==> src/rtl/adder_pkg.sv <==
// Shared definitions for the byte-serial adder datapath and its sequencer.
package adder_pkg;

    localparam int BYTE_W = 8;

    typedef enum logic [1:0] {
        IDLE  = 2'b00,
        ISSUE = 2'b01,
        WAIT  = 2'b10,
        DONE  = 2'b11
    } seq_state_t;

    // Byte index counter width; a single-byte word still needs one bit.
    function automatic int idx_width(input int num_bytes);
        return (num_bytes > 1) ? $clog2(num_bytes) : 1;
    endfunction

endpackage

==> src/rtl/multibyte_add_sequencer.sv <==
// Feeds a registered 8-bit adder one byte at a time (LSB first), chaining the
// carry, and assembles the full-width sum, carry-out and signed overflow.
module multibyte_add_sequencer
    import adder_pkg::*;
#(
    parameter int NUM_BYTES = 4
) (
    input  logic                          clk,
    input  logic                          rst,
    input  logic                          in_valid,
    output logic                          in_ready,
    input  logic [BYTE_W*NUM_BYTES-1:0]   op_a,
    input  logic [BYTE_W*NUM_BYTES-1:0]   op_b,
    input  logic                          op_cin,
    output logic [BYTE_W-1:0]             add_a,
    output logic [BYTE_W-1:0]             add_b,
    output logic                          add_cin,
    input  logic [BYTE_W-1:0]             add_sum,
    input  logic                          add_cout,
    output logic                          out_valid,
    input  logic                          out_ready,
    output logic [BYTE_W*NUM_BYTES-1:0]   result,
    output logic                          result_cout,
    output logic                          result_ovf
);

    localparam int W     = BYTE_W * NUM_BYTES;
    localparam int IDX_W = idx_width(NUM_BYTES);
    localparam logic [IDX_W-1:0] LAST_IDX = IDX_W'(NUM_BYTES - 1);

    seq_state_t       state;
    logic [IDX_W-1:0] idx;
    logic [IDX_W-1:0] next_idx;
    logic             carry;
    logic [W-1:0]     a_q;
    logic [W-1:0]     b_q;

    assign next_idx = idx + 1'b1;

    // carry is only non-zero while a byte is being issued, so it drives the
    // adder carry-in directly from a flop.
    assign add_cin = carry;

    always_ff @(posedge clk) begin
        if (rst) begin
            state       <= IDLE;
            idx         <= '0;
            carry       <= 1'b0;
            a_q         <= '0;
            b_q         <= '0;
            result      <= '0;
            result_cout <= 1'b0;
            result_ovf  <= 1'b0;
            out_valid   <= 1'b0;
            in_ready    <= 1'b0;
            add_a       <= '0;
            add_b       <= '0;
        end else begin
            case (state)
                IDLE: begin
                    if (in_valid && in_ready) begin
                        a_q         <= op_a;
                        b_q         <= op_b;
                        idx         <= '0;
                        carry       <= op_cin;
                        result      <= '0;
                        result_cout <= 1'b0;
                        result_ovf  <= 1'b0;
                        add_a       <= op_a[BYTE_W-1:0];
                        add_b       <= op_b[BYTE_W-1:0];
                        in_ready    <= 1'b0;
                        state       <= ISSUE;
                    end else begin
                        in_ready <= 1'b1;
                    end
                end

                ISSUE: begin
                    // The adder has sampled this byte; park its inputs at zero.
                    add_a <= '0;
                    add_b <= '0;
                    carry <= 1'b0;
                    state <= WAIT;
                end

                WAIT: begin
                    result[BYTE_W*idx +: BYTE_W] <= add_sum;
                    if (idx != LAST_IDX) begin
                        idx   <= next_idx;
                        carry <= add_cout;
                        add_a <= a_q[BYTE_W*next_idx +: BYTE_W];
                        add_b <= b_q[BYTE_W*next_idx +: BYTE_W];
                        state <= ISSUE;
                    end else begin
                        result_cout <= add_cout;
                        result_ovf  <= (a_q[W-1] == b_q[W-1]) && (add_sum[BYTE_W-1] != a_q[W-1]);
                        out_valid   <= 1'b1;
                        state       <= DONE;
                    end
                end

                DONE: begin
                    if (out_ready) begin
                        out_valid <= 1'b0;
                        in_ready  <= 1'b1;
                        state     <= IDLE;
                    end
                end

                default: state <= IDLE;
            endcase
        end
    end

endmodule

==> config.mk <==
export PLATFORM = sky130hd
export DESIGN_NAME = multibyte_add_sequencer
export DESIGN_NICKNAME = d
export VERILOG_FILES = /design/src/rtl/adder_pkg.sv /design/src/rtl/multibyte_add_sequencer.sv
export SDC_FILE = /design/constraint.sdc
export NUM_CORES = 1
export LEC_CHECK = 0
export BUFFER_PORTS_ARGS = -buffer_cell sky130_fd_sc_hd__buf_2
export CAP_MARGIN = 15
export CORE_ASPECT_RATIO = 1.2
export CORE_MARGIN = 4
export CORE_UTILIZATION = 58
export CTS_BUF_LIST = sky130_fd_sc_hd__clkbuf_8 sky130_fd_sc_hd__clkbuf_16
export CTS_CLUSTER_DIAMETER = 30
export CTS_CLUSTER_SIZE = 10
export DETAILED_ROUTE_END_ITERATION = 6
export GPL_TIMING_DRIVEN = 0
export PLACE_DENSITY = 0.85
export SLEW_MARGIN = 20
export SYNTH_ARGS = -nofsm -noshare
export SYNTH_HDL_FRONTEND = slang
export SYNTH_SLANG_ARGS = --single-unit
==> constraint.sdc <==
create_clock -name clk -period 4.7 [get_ports clk]
set_clock_uncertainty 0.15 [all_clocks]
set_input_delay 0.705 -clock clk [delete_from_list [all_inputs] [get_ports clk]]
set_output_delay 0.705 -clock clk [all_outputs]
set_load 0.05 [all_outputs]
==> summary.md <==
| Metric | Value |
|---|---|
| Outcome | finished, final reports clean |
| Leakage | 0.00292 µW |
| Most frequent cell after synthesis | nand2_1 |
| Min-Delay Path Depth | 2 |
| Area added between synthesis and finish | 23.5% |
| Register-to-register path setup slack | 2.14 ns |
| Startpoint of the worst register-to-register path | idx[0] |
| Cell chain of the critical path | inv_1 > ha_1 > buf_6 > buf_2 > mux2_2 > a222oi_1 > a211oi_1 |
| Largest net degree at the start of global routing | 17 |
| Placer's final routability congestion estimate | 0.854 |
| Final Routed Wirelength | 16500 µm |
| Number of filler instances in the final layout | 710 |
| H-tree depth | 4 |
| Count of synthesis-stage warnings from yosys | 0 |
| Share of flip-flops with an asynchronous set or reset | 0% |
| Rows | 39 |
| Proportion of netlist area held by the largest area contributor | 42.7% |
| Relative max-transition margin | 55.9% |
| Mapped Area | 5670 µm² |
| Cell type with the highest aggregate area in the netlist | dfxtp_1 |
| Startpoint of the most critical hold path | b_q[12] |
| Number of enable-type register cells in the synthesized netlist | 0 |
| Post-Syn Instances | 645 |
| Flip-flop and latch count after synthesis | 121 |
| Pre-antenna DRT Iters | 6 |
| Worst reg2reg path depth | 7 |
| Clock buffers created by TritonCTS | 17 |
| Initial antenna violation count | 1 |
| Clock-pin slew of the registers on the worst-case setup and hold paths | 0.05 ns |
| Core region area | 9520 µm² |
| Max-slew violations | 0 |
| Endpoint of the worst hold path | b_q[12] |
| Most instantiated flip-flop cell in the synthesis netlist | dfxtp_1 |
| Number of stages on the worst setup path | 7 |
| Via count of the first global-routing pass | 5334 |
| Final setup violating endpoints | 0 |
| NumNets Final | 881 |
| Path class of the lowest-slack min-delay path | register to register |
| Number of distinct library cells after synthesis | 45 |
| Met3 Usage GRT | 7.77% |
| Transition at the pin with the smallest max-transition slack | 0.644 ns |
| Max Clock Freq | 391 MHz |
| Clock sinks | 121 |
| Worst IR drop on VDD | 0.000402 V |
| Share of layout cells above drive strength 1 | 29.0% |
| Gr usage total | 28.5% |
| Total instance count after detailed placement | 897 |
| Synth Net Count | 733 |
| Part of the Yosys area used for sequential elements | 42.7% |
| Clock insertion delay at the later pin of the skew report | 0.42 ns |
| Final-report hold violation count | 0 |
| Number of standard cells in the layout, taps in and fillers out | 924 |
| Placed wire-length estimate | 11700 µm |
| Count of antenna-violating nets left after detailed routing | 0 |
| Layout Utilization | 73.6% |
| Via density per instance | 5.93 |
| Critical Path End Type | register |
| TritonCTS clock tree | done |
| Total die area | 11400 µm² |
| Routed vias | 5483 |
| Fin crit share | 54.4% |
| Overall overflow remaining after global route | 0 |
| Clock period minus final worst setup slack | 2.56 ns |
| Mean instance size in the synthesized netlist | 8.79 µm² |
| Grt met2 use | 50.3% |
| Detail-routed net length per standard cell | 17.8 µm |
| Initial Utilization | 59.6% |
| Worst Path Arrival | 2.68 ns |
| Data required, critical path | 4.82 ns |
| Antenna Diode Count | 0 |
| Final-layout setup total negative slack | 0 ns |
| DRC | 0 |
| Pwr/cell area | 575 nW/µm² |
| Critical path peak fanout | 10 |
| Buffer depth of the longest clock path | 2 |
| Width of the die | 98.3 µm |
| WS Path Type | register to register |
| Reported max-cap violation count | 0 |
| Setup WS post-layout | 2.14 ns |
| Cell types occupying the most area after synthesis | dfxtp_1 43%, nand2_1 9.3%, a21oi_1 8.3%, mux2_2 4.4%, mux2i_1 3.2% |
| Die H | 116 µm |
| Initial drt markers | 409 |
| Slowest cell on crit path | dfxtp_1 |
| Worst flop-to-flop path endpoint | add_a[1] |
| Most Used Layer, Global Route | met2 |
| Global-route wire length before repair | 25600 µm |
| Worst setup timing slack at the placement stage | 2.22 ns |
| Startpoint Class | register |
| Post-CTS Hold Buffers | 0 |
| Root buffer selected by CTS | clkbuf_16 |
| Resize count post-CTS | 0 |
| Critical path buffers and inverters | 3 |
| Setup repair after global routing missed its margin | false |
| Top cells by instance count after synthesis | 140 x nand2_1, 121 x dfxtp_1, 94 x a21oi_1, 27 x nand4_1 |
| Top cell family by delay on the critical path | buffers and inverters |
| Count of port buffers added during placement | 129 |
| Postcts setup bufs | 0 |
| Peak per-stage delay on the critical path | 0.49 ns |
| Number of ports placed on the die boundary | 131 |
| Met1 GRT Util | 31.5% |
## cells in the final DEF, fill, tap and decap left out, drive strengths merged
cell      synthesis  layout
bufinv            0       1
dfxtp           121     121
clkinvlp          0       1
or2               2       2
a32oi             1       1
nor2              3       3
nand2           140     140
and3              2       2
and2              1       1
o32ai             1       1
nor3b             1       1
o21ai            19      19
mux2             34      34
nor2b            20      20
a21oi            95      95
clkbuf           22      43
inv               5       8
nand4b            1       1
o31ai             1       1
and3b             4       4
a211oi           16      16
a21boi            1       1
clkinv            1       2
nand3            10      10
o211ai            1       1
buf              36     165
nand4            27      27
nand2b           17      17
a31oi             1       1
nor4bb            9       9
a222oi           16      16
mux2i            18      18
a21bo             1       1
a311oi            1       1
nor4              1       1
ha               10      10
nor3              6       6
## sequential cells by signal, summed over array words and instances (netlist names), 2 cells and up
name	count
a_q	32
b_q	32
result	32
add_a	8
add_b	8
idx	2
state	2
## power by group
part           leakage (µW)  internal (µW)  switching (µW)
combinational       0.00166            506            1020
sequential         0.000984           1200             113
clock              0.000272            759             432
total               0.00292           2460            1570
## per-stage QoR
stage | cell area (µm²) | hold slack (ns) | total power (µW)
finish | 7000 | 0.302 | 4030
global route | 7000 | 0.314 | 4190
CTS | 7000 | 0.302 | 4010
detailed placement | 6470 | 0.295 | 2820
global placement | 6470 | 0.289 | 2770
floorplan | 5670 | 0.283 | 2440
## worst min-delay path: stages (launching register included)
cell and delay [ns]:
dfxtp_1 0.30, nand2_1 0.05, a21oi_1 0.05
## cells by family (layout without fill, tap and decap cells)
family / count (synthesis) / in the layout / synth area share, %
DFF: 121 / 121 / 42.7
buffers and inverters: 64 / 220 / 6.09
adders and majority gates: 10 / 10 / 2.21
and+or+nand+nor: 244 / 244 / 21.7
muxes: 52 / 52 / 10.7
AOI/OAI and AO/OA: 154 / 154 / 16.6
## layer usage
layer | vias to the layer above | part of all wire [%] | wire (µm)
met1 | 2519 | 37 | 6110
met2 | 316 | 49 | 8010
met5 | - | 0.12 | 19
met3 | 69 | 9.9 | 1640
li1 | 2577 | - | -
met4 | 2 | 4.3 | 703
## how the worst max path moves through the flow
| stage | startpoint | end | slack (ns) |
|---|---|---|---|
| global placement | idx[0] | add_b[6] | 2.29 |
| finish | idx[0] | add_a[1] | 2.14 |
| detailed placement | idx[0] | add_a[1] | 2.22 |
| CTS | idx[0] | add_a[0] | 2.17 |
| global route | idx[0] | add_a[5] | 2.05 |
| floorplan | idx[0] | add_b[5] | 2.62 |
## area by class of cell
| class | instances | area (µm²) | area share [%] |
|---|---|---|---|
| flip-flops and latches | 121 | 2420 | 34.6 |
| inverters | 6 | 22.5 | 0.322 |
| clock inverters | 6 | 53.8 | 0.768 |
| repair buffers | 129 | 646 | 9.22 |
| well taps | 123 | 154 | 2.20 |
| multi-input cells | 460 | 2900 | 41.4 |
| clock buffers | 21 | 480 | 6.86 |
| plain buffers | 58 | 323 | 4.61 |
(Power assumes the default switching activity.)
